`config.mk`:
```
export PLATFORM = sky130hd
export DESIGN_NAME = io_uart
export DESIGN_NICKNAME = d
export VERILOG_FILES = /design/src/rtl/io_uart.sv
export SDC_FILE = /design/constraint.sdc
export NUM_CORES = 1
export LEC_CHECK = 0
export CAP_MARGIN = 20
export CELL_PAD_IN_SITES_DETAIL_PLACEMENT = 0
export CELL_PAD_IN_SITES_GLOBAL_PLACEMENT = 2
export CORE_ASPECT_RATIO = 1.75
export CORE_MARGIN = 2
export CORE_UTILIZATION = 30
export CTS_CLUSTER_SIZE = 28
export DETAILED_ROUTE_END_ITERATION = 10
export GPL_TIMING_DRIVEN = 0
export PLACE_DENSITY_LB_ADDON = 0.1
export SLEW_MARGIN = 20
export SYNTH_ARGS = -nofsm -noshare
export SYNTH_HDL_FRONTEND = slang
export SYNTH_SLANG_ARGS = --single-unit
```
`constraint.sdc`:
```
create_clock -name clk -period 4.05 [get_ports clk]
set_input_delay 1.215 -clock clk [delete_from_list [all_inputs] [get_ports clk]]
set_output_delay 1.215 -clock clk [all_outputs]
set_load 0.01 [all_outputs]
```
`src/rtl/io_uart.sv`:
```
`timescale 1ns/1ps
// io_uart: 8-bit UART with an RX FIFO and a single-byte TX path.
//
// Ports:
//   clk, rst     single clock, synchronous active-high reset
//   uart_rxd     asynchronous serial input (idle high)
//   uart_txd     registered serial output (idle high)
//   io_in_*      valid/ready stream out of the RX FIFO
//   io_out_*     valid/ready stream into the transmitter
//   io_err       sticky {any, parity, frame, overrun, lost}; cleared by a pop
module io_uart #(
   parameter int CLKS_PER_BIT = 868,
   parameter int FIFO_DEPTH   = 16,
   parameter int PARITY_EN    = 0
) (
   input  logic       clk,
   input  logic       rst,
   input  logic       uart_rxd,
   output logic       uart_txd,
   output logic [7:0] io_in_data,
   output logic       io_in_vld,
   input  logic       io_in_rdy,
   input  logic [7:0] io_out_data,
   input  logic       io_out_vld,
   output logic       io_out_rdy,
   output logic [4:0] io_err
);

   localparam int          AW       = (FIFO_DEPTH > 1) ? $clog2(FIFO_DEPTH) : 1;
   localparam logic [15:0] BIT_CNT  = 16'(CLKS_PER_BIT);
   localparam logic [15:0] HALF_CNT = 16'(CLKS_PER_BIT / 2);
   localparam logic [AW:0] DEPTH    = (AW + 1)'(FIFO_DEPTH);

   typedef enum logic [2:0] {
      RX_IDLE, RX_START, RX_DATA, RX_PARITY, RX_STOP, RX_WAIT_HIGH
   } rx_state_t;

   typedef enum logic [2:0] {
      TX_IDLE, TX_START, TX_DATA, TX_PARITY, TX_STOP
   } tx_state_t;

   logic        sync1_q, sync1_d, sync2_q, sync2_d;
   logic        rxd_s;

   rx_state_t   rx_state_q, rx_state_d;
   logic [15:0] rx_cnt_q, rx_cnt_d;
   logic [2:0]  rx_bit_q, rx_bit_d;
   logic [7:0]  rx_shift_q, rx_shift_d;
   logic        rx_bad_q, rx_bad_d;
   logic        rx_tick, push_req;
   logic        set_lost, set_frame, set_parity, set_overrun;

   logic [7:0]  mem_q [FIFO_DEPTH];
   logic [7:0]  mem_d [FIFO_DEPTH];
   logic [AW-1:0] wr_ptr_q, wr_ptr_d, rd_ptr_q, rd_ptr_d;
   logic [AW:0] count_q, count_d;
   logic        pop, push_ok;
   logic [3:0]  err_q, err_d;

   tx_state_t   tx_state_q, tx_state_d;
   logic [15:0] tx_cnt_q, tx_cnt_d;
   logic [2:0]  tx_bit_q, tx_bit_d;
   logic [7:0]  tx_shift_q, tx_shift_d;
   logic        tx_par_q, tx_par_d;
   logic        txd_q, txd_d;
   logic        tx_tick;

   // Two-flop synchronizer; idles high so a reset never looks like a start bit.
   always_comb begin
      sync1_d = uart_rxd;
      sync2_d = sync1_q;
   end

   assign rxd_s = sync2_q;

   // Bit timers count down from the load value and fire when they reach 1, so a
   // load of N gives exactly N cycles. The start bit uses half a bit so that
   // later samples land near the middle of each bit.
   assign rx_tick = (rx_cnt_q == 16'd1);
   assign tx_tick = (tx_cnt_q == 16'd1);

   // Receiver: hunt for a start bit, confirm it mid-bit, shift in LSB first,
   // optionally check even parity, then judge the stop bit.
   always_comb begin
      rx_state_d = rx_state_q;
      rx_cnt_d   = rx_cnt_q;
      rx_bit_d   = rx_bit_q;
      rx_shift_d = rx_shift_q;
      rx_bad_d   = rx_bad_q;
      push_req   = 1'b0;
      set_lost   = 1'b0;
      set_frame  = 1'b0;
      set_parity = 1'b0;
      case (rx_state_q)
         RX_IDLE: begin
            if (!rxd_s) begin
               rx_state_d = RX_START;
               rx_cnt_d   = HALF_CNT;
               rx_bad_d   = 1'b0;
            end
         end
         RX_START: begin
            if (rx_tick) begin
               if (!rxd_s) begin
                  rx_state_d = RX_DATA;
                  rx_cnt_d   = BIT_CNT;
                  rx_bit_d   = 3'd0;
               end else begin
                  set_lost   = 1'b1;
                  rx_state_d = RX_IDLE;
               end
            end else begin
               rx_cnt_d = rx_cnt_q - 16'd1;
            end
         end
         RX_DATA: begin
            if (rx_tick) begin
               rx_shift_d = {rxd_s, rx_shift_q[7:1]};
               rx_cnt_d   = BIT_CNT;
               if (rx_bit_q == 3'd7) begin
                  rx_state_d = (PARITY_EN != 0) ? RX_PARITY : RX_STOP;
               end else begin
                  rx_bit_d = rx_bit_q + 3'd1;
               end
            end else begin
               rx_cnt_d = rx_cnt_q - 16'd1;
            end
         end
         RX_PARITY: begin
            if (rx_tick) begin
               if ((^rx_shift_q) != rxd_s) begin
                  set_parity = 1'b1;
                  rx_bad_d   = 1'b1;
               end
               rx_cnt_d   = BIT_CNT;
               rx_state_d = RX_STOP;
            end else begin
               rx_cnt_d = rx_cnt_q - 16'd1;
            end
         end
         RX_STOP: begin
            if (rx_tick) begin
               if (rxd_s) begin
                  push_req   = !rx_bad_q;
                  rx_state_d = RX_IDLE;
               end else begin
                  set_frame  = 1'b1;
                  rx_state_d = RX_WAIT_HIGH;
               end
            end else begin
               rx_cnt_d = rx_cnt_q - 16'd1;
            end
         end
         RX_WAIT_HIGH: begin
            if (rxd_s) begin
               rx_state_d = RX_IDLE;
            end
         end
         default: rx_state_d = RX_IDLE;
      endcase
   end

   // RX FIFO: a full FIFO still accepts a push when the head leaves in the
   // same cycle. Error flags clear on a pop, but a new error raised in that
   // cycle survives the clear.
   always_comb begin
      pop         = (count_q != '0) && io_in_rdy;
      push_ok     = push_req && ((count_q < DEPTH) || pop);
      set_overrun = push_req && !push_ok;
      mem_d       = mem_q;
      if (push_ok) begin
         mem_d[wr_ptr_q] = rx_shift_q;
      end
      wr_ptr_d = wr_ptr_q + AW'(push_ok);
      rd_ptr_d = rd_ptr_q + AW'(pop);
      count_d  = count_q + (AW + 1)'(push_ok) - (AW + 1)'(pop);
      err_d    = pop ? 4'd0 : err_q;
      err_d    = err_d | {set_parity, set_frame, set_overrun, set_lost};
   end

   assign io_in_data = mem_q[rd_ptr_q];
   assign io_in_vld  = (count_q != '0);
   assign io_err     = {|err_q, err_q};

   // Transmitter: the line level for the next bit is decided here and
   // registered, so uart_txd comes straight from a flop.
   always_comb begin
      tx_state_d = tx_state_q;
      tx_cnt_d   = tx_cnt_q;
      tx_bit_d   = tx_bit_q;
      tx_shift_d = tx_shift_q;
      tx_par_d   = tx_par_q;
      txd_d      = txd_q;
      case (tx_state_q)
         TX_IDLE: begin
            txd_d = 1'b1;
            if (io_out_vld) begin
               tx_shift_d = io_out_data;
               tx_par_d   = ^io_out_data;
               tx_cnt_d   = BIT_CNT;
               txd_d      = 1'b0;
               tx_state_d = TX_START;
            end
         end
         TX_START: begin
            if (tx_tick) begin
               tx_state_d = TX_DATA;
               tx_cnt_d   = BIT_CNT;
               tx_bit_d   = 3'd0;
               txd_d      = tx_shift_q[0];
            end else begin
               tx_cnt_d = tx_cnt_q - 16'd1;
            end
         end
         TX_DATA: begin
            if (tx_tick) begin
               tx_cnt_d = BIT_CNT;
               if (tx_bit_q == 3'd7) begin
                  if (PARITY_EN != 0) begin
                     tx_state_d = TX_PARITY;
                     txd_d      = tx_par_q;
                  end else begin
                     tx_state_d = TX_STOP;
                     txd_d      = 1'b1;
                  end
               end else begin
                  tx_bit_d   = tx_bit_q + 3'd1;
                  tx_shift_d = {1'b0, tx_shift_q[7:1]};
                  txd_d      = tx_shift_q[1];
               end
            end else begin
               tx_cnt_d = tx_cnt_q - 16'd1;
            end
         end
         TX_PARITY: begin
            if (tx_tick) begin
               tx_state_d = TX_STOP;
               tx_cnt_d   = BIT_CNT;
               txd_d      = 1'b1;
            end else begin
               tx_cnt_d = tx_cnt_q - 16'd1;
            end
         end
         TX_STOP: begin
            if (tx_tick) begin
               tx_state_d = TX_IDLE;
            end else begin
               tx_cnt_d = tx_cnt_q - 16'd1;
            end
         end
         default: tx_state_d = TX_IDLE;
      endcase
   end

   assign uart_txd   = txd_q;
   assign io_out_rdy = (tx_state_q == TX_IDLE);

   // State registers; reset abandons any frame in flight on either side.
   always_ff @(posedge clk) begin
      if (rst) begin
         sync1_q    <= 1'b1;
         sync2_q    <= 1'b1;
         rx_state_q <= RX_IDLE;
         rx_cnt_q   <= 16'd0;
         rx_bit_q   <= 3'd0;
         rx_shift_q <= 8'd0;
         rx_bad_q   <= 1'b0;
         wr_ptr_q   <= '0;
         rd_ptr_q   <= '0;
         count_q    <= '0;
         err_q      <= 4'd0;
         tx_state_q <= TX_IDLE;
         tx_cnt_q   <= 16'd0;
         tx_bit_q   <= 3'd0;
         tx_shift_q <= 8'd0;
         tx_par_q   <= 1'b0;
         txd_q      <= 1'b1;
      end else begin
         sync1_q    <= sync1_d;
         sync2_q    <= sync2_d;
         rx_state_q <= rx_state_d;
         rx_cnt_q   <= rx_cnt_d;
         rx_bit_q   <= rx_bit_d;
         rx_shift_q <= rx_shift_d;
         rx_bad_q   <= rx_bad_d;
         wr_ptr_q   <= wr_ptr_d;
         rd_ptr_q   <= rd_ptr_d;
         count_q    <= count_d;
         err_q      <= err_d;
         tx_state_q <= tx_state_d;
         tx_cnt_q   <= tx_cnt_d;
         tx_bit_q   <= tx_bit_d;
         tx_shift_q <= tx_shift_d;
         tx_par_q   <= tx_par_d;
         txd_q      <= txd_d;
      end
   end

   // FIFO storage needs no reset; entries are only read after being written.
   always_ff @(posedge clk) begin
      mem_q <= mem_d;
   end

endmodule

```
==> results of run 1 <==
[cells by family after synthesis]
group                      after synthesis
adders and majority gates               19
muxes                                   48
xor gates and xnor gates                31
DFF                                    209
buffers and inverters                   62
AOI/OAI and AO/OA                      121
and+or+nand+nor                        223
[metal layers]
| metal | vias to the layer above | part of all wire [%] | GRT usage (%) | wire (um) |
|---|---|---|---|---|
| met3 | 26 | 3.2 | 2.149 | 788 |
| met4 | 0 | 2.1 | 4.405 | 515 |
| met1 | 3048 | 37 | 17.00 | 9128 |
| met2 | 113 | 58 | 31.08 | 14250 |
| li1 | 2826 | - | - | - |
| met5 | - | 0 | 0 | 0 |
[where the power goes]
part           total, mW  internal, mW  switching [mW]
Clock               2.10          1.22           0.877
Combinational       1.23         0.603           0.630
Sequential          2.38          2.31          0.0742
Total               5.71          4.13            1.58
[per-stage QoR]
| stage | setup TNS, ps | total power [mW] |
|---|---|---|
| 2_1_floorplan | 0 | 3.248 |
| 3_3_place_gp | 0 | 3.630 |
| 3_5_place_dp | 0 | 3.640 |
| 4_1_cts | -24.89 | 5.825 |
| 5_1_grt | -68.71 | 6.001 |
| 6_report | 0 | 5.715 |
[cell usage in the layout (no fill, tap or decap), types with 4 or more instances in the layout]
cell type / Yosys / layout
a32oi_1: 4 / 4
nor4_1: 13 / 13
edfxtp_1: 128 / 128
xor2_1: 6 / 6
xnor2_1: 24 / 24
a21oi_1: 44 / 44
o31ai_1: 4 / 4
clkinvlp_4: 0 / 5
nand3_1: 14 / 14
clkdlybuf4s50_1: 0 / 21
a311oi_1: 7 / 7
nor2b_1: 8 / 8
ha_1: 18 / 18
inv_1: 19 / 19
nand2_1: 36 / 36
nand4_1: 10 / 10
o211ai_1: 5 / 5
nor3_1: 19 / 16
or3_1: 11 / 11
buf_1: 6 / 6
nand2b_1: 9 / 9
clkbuf_1: 23 / 21
mux4_2: 40 / 40
a31oi_1: 5 / 5
buf_2: 10 / 7
o21ai_0: 21 / 21
nor2_1: 65 / 65
mux2i_1: 8 / 8
nor3_2: 3 / 6
dlymetal6s2s_1: 0 / 5
dfxtp_1: 81 / 81
clkbuf_16: 0 / 22
a211oi_1: 8 / 8
or4_1: 11 / 11
[area by class of cell]
type,instances,share of cell area [%]
repair buffers,28,2.661
well taps,391,4.504
plain buffers,43,2.361
multi-input cells,442,32.63
inverters,19,0.6566
clock buffers,26,5.299
flip-flops and latches,209,50.32
clock inverters,13,1.567
[registers in the layout (all words and copies together), names as in the netlist]
| register | cells |
|---|---|
| tx_cnt_q | 16 |
| uart_txd | 1 |
| tx_shift_q | 8 |
| wr_ptr_q | 4 |
| rx_bad_q | 1 |
| count_q | 5 |
| rd_ptr_q | 4 |
| tx_state_q | 3 |
| err_q | 4 |
| sync1_q | 1 |
| rxd_s | 1 |
| rx_bit_q | 3 |
| rx_shift_q | 8 |
| rx_state_q | 3 |
| mem_q | 128 |
| tx_bit_q | 3 |
| rx_cnt_q | 16 |
[how the worst max path moves through the flow]
stage / to / depth (start not counted) / slack, ps / startpoint
4_1_cts: io_in_data[5] / 5 / -10 / rd_ptr_q[0]
5_1_grt: io_in_data[3] / 5 / -50 / rd_ptr_q[0]
6_report: io_in_data[6] / 5 / 70 / rd_ptr_q[0]
3_5_place_dp: io_in_data[7] / 5 / 100 / rd_ptr_q[0]
3_3_place_gp: mem_q[117] / 5 / 80 / io_in_rdy
2_1_floorplan: count_q[4] / 11 / 880 / io_in_rdy
[repair_timing]
action,CTS,global route
resized for setup,20,7
cloned,0,0
endpoints found under the setup margin,8,7
==> flow_summary.toml, run 1 <==
[yosys]
synth_compound_area_share_pct = 8.580
syn_inst = 713
synth_top_area_share_pct = 41.51
syn_area_mm2 = 0.009260
synth-edff-count = 128
ys.flop_type = "edfxtp_1"
synth_area_leaders = "edfxtp_1 42%, dfxtp_1 18%, mux4_2 9.7%"
muxShareOfSynthArea_pct = 10.59
yosysMostFrequentCell = "edfxtp_1"
yosys.area.top_type = "edfxtp_1"
synth_nets = 745
ys_async_sr_fraction_pct = 0
ys.warnings.count = 0
netlist_top_cells_count = "128 x edfxtp_1, 81 x dfxtp_1, 65 x nor2_1"
synth_top_family_by_area = "simple AND/OR/NAND/NOR gates"
syn_avg_cell_area_um2 = 12.99
yosysSeqAreaShare_pct = 59.02
yosys.area_share.simple_pct = 13.21
synth_xor_xnor_area_share_pct = 3.081
synthAdderAreaFrac_pct = 2.648
synthDistinctLibCells = 68
synth.ff_latch_count = 209

[critical_path]
crit_chain = "clkbuf_8 -> buf_8 -> mux4_2 -> mux4_2 -> clkdlybuf4s50_1"
crit_family = "multiplexers"
worst-path-buf-inv = 3
critPathSlowestCell = "mux4_2"
crit_top_cell = "mux4_2"
critical_path_class = "reg2out"
endpoint_kind = "primary output"
crit_required_ps = 2830
cp-start-kind = "flip-flop"
cp.arrival_ps = 2760
r2r_cells = 12
timing.rr.start = "rx_cnt_q[8]"
max_stage_delay_ps = 550
r2r-end = "count_q[4]"
reg2reg_slack_ps = 550
crit_path_max_fanout = 10

[detailed_routing]
drt-pass1-iter-count = 5
drc = 0
final_antenna_net_count = 0
via_per_inst = 5.135
drt_iter0_markers = 289
wl_per_cell_um = 21.08
vias = 6013
drt-total-wl_mm = 24.68

[grt]
grt_max_degree = 20
grt_antenna_before_repair = 0
overflow = 0
grt_first_pass_wirelength_mm = 38.09
grtUsageTotal_pct = 15.78
grt_pass1_vias = 6287

[layout]
layoutNonFillerInstCount = 1171
final_util_pct = 35.46
seq_area_mm2 = 0.005465
nets = 797
area_growth_pct = 17.30
n_antenna_cell = 0
fillers = 2986
fin_area_mm2 = 0.01086
drive_gt1_share_pct = 15.00
multi_input_area_mm2 = 0.003545

[die]
design.die.area_mm2 = 0.03234
row_count = 85
coreArea_mm2 = 0.03063
die_x_um = 136.8
initial_core_util_pct = 30.23
die_h_um = 236.4
ios = 29

[sta]
holdWs_ps = 410.6
relSlewSlack_pct = 37.32
fin_crit_sh_pct = 98.24
drv_slew = 0
rsz0062_at_grt = "true"
hold_violations = 0
setup_viol = 0
skew_ps = 27.46
min_period_ps = 3979
tightestPinTransition_ps = 936.7
timing.fmax_mhz = 251.3
worst_slack_ps = 71.13

[clock_network]
clk_pin_slew_ps = 70
htreeDepth = 1
worstSkewPairLatency_ps = 530
root_buffer = "clkbuf_16"
postCtsSetupRepairBufs = 0
cts_tree = "built"
cts_made_buffers = 22
cts_hold_buffers = 0
clockBufferDepth = 3
numClockSinks = 209

[worst_hold_path]
min_to = "rxd_s"
hp-start = "sync1_q"
hold_path_class = "reg2reg"
hold_depth = 1

[placement]
place_ws_ps = 104.3
io_buffers = 27
dp_cells = 1132
dpl.hpwl_mm = 17.57
place.gp.congestion = 0.7908
postPlaceCellArea_mm2 = 0.01004

[power_and_ir_drop]
leakage_nw = 3.604
ir_drop_v = 0.0003282
power.density_mw_per_mm2 = 526.1

[status]
status = "finished clean"

[job]
drv_cap = 0
No activity file was read; power rests on OpenSTA's default activity.
==> inputs of run 2 (changes only) <==
MAX_ROUTING_LAYER = met4   (was not set)
SKIP_LAST_GASP = 1   (was not set)
==> flow_summary.toml, run 2 (synthesis gave the netlist of run 1 again) <==
[status]
status = "finished clean"

[clock_network]
numClockSinks = 209
cts_hold_buffers = 0
htreeDepth = 1
postCtsSetupRepairBufs = 0
root_buffer = "clkbuf_16"
worstSkewPairLatency_ps = 530
clockBufferDepth = 3
clk_pin_slew_ps = 60
cts_made_buffers = 22
cts_tree = "built"

[critical_path]
endpoint_kind = "primary output"
crit_path_max_fanout = 10
cp-start-kind = "flip-flop"
crit_required_ps = 2830
cp.arrival_ps = 2770
critical_path_class = "reg2out"

[detailed_routing]
drt-total-wl_mm = 24.73
drc = 0
wl_per_cell_um = 21.12
drt_iter0_markers = 306
vias = 6051
final_antenna_net_count = 0
drt-pass1-iter-count = 4
via_per_inst = 5.167

[sta]
fin_crit_sh_pct = 98.39
rsz0062_at_grt = "true"
drv_slew = 0
setup_viol = 0
relSlewSlack_pct = 36.70
tightestPinTransition_ps = 946.0
holdWs_ps = 410.6
setup_tns_ps = 0
min_period_ps = 3985
worst_slack_ps = 65.08
skew_ps = 27.86
hold_violations = 0
timing.fmax_mhz = 250.9

[placement]
postPlaceCellArea_mm2 = 0.01004
io_buffers = 27
place_ws_ps = 104.3
place.gp.congestion = 0.8020
dpl.hpwl_mm = 17.57

[die]
design.die.area_mm2 = 0.03234
row_count = 85
coreArea_mm2 = 0.03063
die_h_um = 236.4
die_x_um = 136.8
initial_core_util_pct = 30.23
ios = 29

[grt]
grt_max_degree = 20
overflow = 0
grt_first_pass_wirelength_mm = 38.05
grt_antenna_before_repair = 0
grtUsageTotal_pct = 16.22
grt_pass1_vias = 6278

[layout]
final_common_cell = "edfxtp_1"
area_growth_pct = 17.31
fillers = 2984
multi_input_area_mm2 = 0.003545
drive_gt1_share_pct = 15.00
n_antenna_cell = 0
seq_area_mm2 = 0.005465
layout_common_cells = "128 x edfxtp_1, 81 x dfxtp_1, 65 x nor2_1, 44 x a21oi_1, 40 x mux4_2"
nets = 797
top_regs = "mem_q (128), rx_cnt_q (16), tx_cnt_q (16)"
fin_area_mm2 = 0.01086
top_register = "mem_q"
largest_reg_flops = 128

[job]
drv_cap = 0

[power_and_ir_drop]
leakage_nw = 3.603
ir_drop_v = 0.0003327
power.density_mw_per_mm2 = 526.6

[worst_hold_path]
hold_path_class = "reg2reg"
run 2: cell count changes in the layout (fill, tap and decap cells not counted), sizes merged:
cell,previous run,this run
clkdlybuf4s50,21,22
dlygate4sd2,1,0
run 2: cell type report:
cell class,count,area share (%)
sequential,209,50.31
clock buffer,26,5.298
inverter,19,0.6565
timing repair buffer,28,2.672
tap,391,4.504
multi-input combinational,442,32.63
buffer,43,2.361
clock inverter,13,1.566
run 2: power by group:
part | total [mW] | leakage, nW | switching, mW | internal (mW)
Sequential | 2.38 | 1.85 | 0.0742 | 2.31
Clock | 2.10 | 0.342 | 0.879 | 1.22
Combinational | 1.24 | 1.41 | 0.631 | 0.605
run 2: per-stage QoR:
stage,total power [mW],cells,util (%)
6_report,5.720,1171,35.47
5_1_grt,6.003,1171,35.47
4_1_cts,5.827,1171,35.40
3_5_place_dp,3.640,1132,32.79
3_3_place_gp,3.630,1131,32.71
2_1_floorplan,3.248,713,-
run 2: worst max-delay path, cell delays in order, from the launching register on:
cell and delay [ps]:
dfxtp_1 350, clkbuf_8 190, buf_8 190, mux4_2 550
mux4_2 470, clkdlybuf4s50_1 500
run 2: timing repair:
action	in CTS	in global routing
hold endpoints to repair	0	0
setup endpoints to repair	8	8
resized for setup	19	7
gates cloned	0	0
pin swaps	0	0
run 2: path summary, 6_finish.rpt:
| path | start | end | slack (ps) | depth (start not counted) |
|---|---|---|---|---|
| worst max-delay path | rd_ptr_q[0] | io_in_data[6] | 70 | 5 |
| worst max register to register | rx_cnt_q[8] | count_q[4] | 560 | 12 |
| worst min register to register | sync1_q | rxd_s | 410 | 1 |
| worst min-delay path | sync1_q | rxd_s | 410 | 1 |
run 2: metal layers:
| layer | track usage, % | wire (um) | vias to the layer above | share of wire [%] |
|---|---|---|---|---|
| met3 | 2.171 | 872 | 26 | 3.5 |
| met2 | 31.06 | 14320 | 122 | 58 |
| li1 | - | - | 2828 | - |
| met4 | 4.405 | 514 | 0 | 2.1 |
| met1 | 16.96 | 9022 | 3075 | 36 |
| met5 | - | 0 | - | 0 |
==> RTL change: new RTL, flow settings as in run 2 <==
The 6 states of `rx_state_t` get a Gray code encoding in 3 bits.
--- a/src/rtl/io_uart.sv
+++ b/src/rtl/io_uart.sv
@@ -33,5 +33,5 @@
 
    typedef enum logic [2:0] {
-      RX_IDLE, RX_START, RX_DATA, RX_PARITY, RX_STOP, RX_WAIT_HIGH
+      RX_IDLE = 3'b000, RX_START = 3'b001, RX_DATA = 3'b011, RX_PARITY = 3'b010, RX_STOP = 3'b110, RX_WAIT_HIGH = 3'b111
    } rx_state_t;
 
Check against the original RTL: same outputs for any inputs over 10 cycles, from zero or initial values and one cycle with rst high; not proved beyond that.
==> RTL change against run 2 <==
Sequential cell count is the same. Total power is 4.2% higher. Routed wire length rose by 5.5%. Clock power rose by 8%. Critical path depth unchanged. Synthesized cell count is 4.9% higher. Non-clock buffer count is 4 lower. Setup slack better by 43 ps. Die area increased by 3.4%. Final area up 3.6%. Area after synthesis up 3.4%. Critical path type unchanged. Critical endpoint is now io_in_data[1]. Largest power group unchanged.
==> RTL change: results (changes against run 2) <==
stage,metric,value,unit,change
yosys,synth_warnings,0,,unchanged
worst_hold_path,min_path_cells,1,,unchanged
global_routing,grt_max_degree,20,,unchanged
power_and_ir_drop,p_int,4310,uW,+4.2%
clocking,cts_root_buf,clkbuf_16,,
cells_and_area,layout.nets,832,,+4.4%
yosys,ys_types,82,,+21%
setup_path,crit_slowest_cell,mux4_2,,
global_routing,grt_usage,16.4,%,+0.20 points
setup_path,critPathArrivalTime,2730,ps,-40 ps
drt,first_iter_violations,304,,-0.65%
place,post-dp-hpwl,18900,um,+7.7%
clocking,clkSlewWorstSetupHoldPaths,60,ps,about the same
power_and_ir_drop,peakVddDrop,316,uV,-5.0%
power_and_ir_drop,p_leak,0.00372,uW,+3.3%
global_routing,grt_pass1_wl,40600,um,+6.8%
yosys,synth_area_leaders,"edfxtp_1, dfxtp_1, mux4_2",,
yosys,synth-seq-area-share,57.1,%,-2.0 points
worst_hold_path,hp-class,register to register,,
drt,wl,26100,um,+5.5%
setup_path,r2r_cells,16,,+4
drt,viasPerCell,5.20,,+0.59%
cells_and_area,drive_gt1_share,15.9,%,+0.93 points
global_routing,grt_pass1_vias,6780,,+8.0%
yosys,yosys-top-cells-count,"edfxtp_1, dfxtp_1, nor2_1",,
place,io_buffers,27,,unchanged
outcome,status,finished clean,,
place,gp_congestion,0.788,,-1.8%
sta,tightestPinTransition,922,ps,-24.3 ps
clocking,cts_inserted_buffers,22,,unchanged
sta,skew,8.14,ps,-19.7 ps
yosys,synthesis.nets,780,,+4.7%
clocking,insertion_delay,520,ps,
cells_and_area,fillers,3101,,+3.9%
## RTL change: repair_timing
item / in CTS / in global routing
setup endpoints to repair: 8 / 5
buffers inserted: 0 / 0
resized for setup: 21 / 7
## RTL change: layout make-up
cell class	instances	area (um2)	share of cell area, %
clock inverters	16	226	2.01
multi-input cells	470	3850	34.3
clock buffers	24	579	5.15
inverters	30	113	1.00
flip-flops and latches	209	5470	48.6
well taps	396	495	4.40
plain buffers	39	229	2.04
repair buffers	28	289	2.57
## RTL change: power by group through the flow
stage | clock (uW) | sequential (uW) | combinational (uW)
6_report | 2260 | 2390 | 1310
2_1_floorplan | 0 | 2420 | 888
4_1_cts | 2330 | 2390 | 1350
3_3_place_gp | 0 | 2430 | 1290
5_1_grt | 2410 | 2410 | 1450
3_5_place_dp | 0 | 2440 | 1290
## RTL change: worst reg2reg max path, delay by kind of cell, from the launching register on
kind | cells | cell delay [ps]
and+or+nand+nor | 5 | 1490
adders and majority gates | 4 | 820
DFF | 1 | 340
buffers and inverters | 5 | 350
AOI/OAI and AO/OA | 2 | 280
## RTL change: kinds of logic (layout without fill, tap and decap cells)
kind of cell	Yosys count	count (layout)	synth area share (%)
AOI/OAI and AO/OA	158	158	11.5
xor gates and xnor gates	20	20	1.97
adders and majority gates	19	19	2.56
buffers and inverters	69	137	2.86
DFF	209	209	57.1
muxes	46	46	10.0
and+or+nand+nor	227	227	14.0
## RTL change: per-stage QoR
stage | total power (uW) | setup WS [ps] | TNS [ps] | cell area [um2] | std cells
floorplan | 3310 | 906 | 0 | 9580 | 748
global placement | 3720 | -95.9 | -1240 | 10300 | 1171
detailed placement | 3730 | -3.34 | -3.34 | 10400 | 1172
CTS | 6070 | 13.6 | 0 | 11200 | 1212
global route | 6270 | -3.24 | -3.24 | 11300 | 1212
finish | 5960 | 108 | 0 | 11300 | 1212
## RTL change: routing by layer
| metal | part of all wire [%] | up-vias | global-route usage (%) | routed length, um |
|---|---|---|---|---|
| li1 | - | 3010 | - | - |
| met3 | 2.7 | 41 | 1.83 | 705 |
| met2 | 58 | 93 | 32.5 | 15200 |
| met4 | 3.7 | 0 | 6.61 | 975 |
| met1 | 35 | 3156 | 16.1 | 9210 |
| met5 | 0 | - | - | 0 |
## RTL change: path summary, 6_finish.rpt
kind,from,end,slack [ps]
setup / recovery,rd_ptr_q[0]$_SDFF_PP0_,io_in_data[1],110
hold / removal,sync1_q$_SDFF_PP1_,rxd_s$_SDFF_PP1_,420
setup reg to reg,rx_cnt_q[1]$_SDFFE_PP0P_,count_q[4]$_SDFF_PP0_,710
hold reg to reg,sync1_q$_SDFF_PP1_,rxd_s$_SDFF_PP1_,420
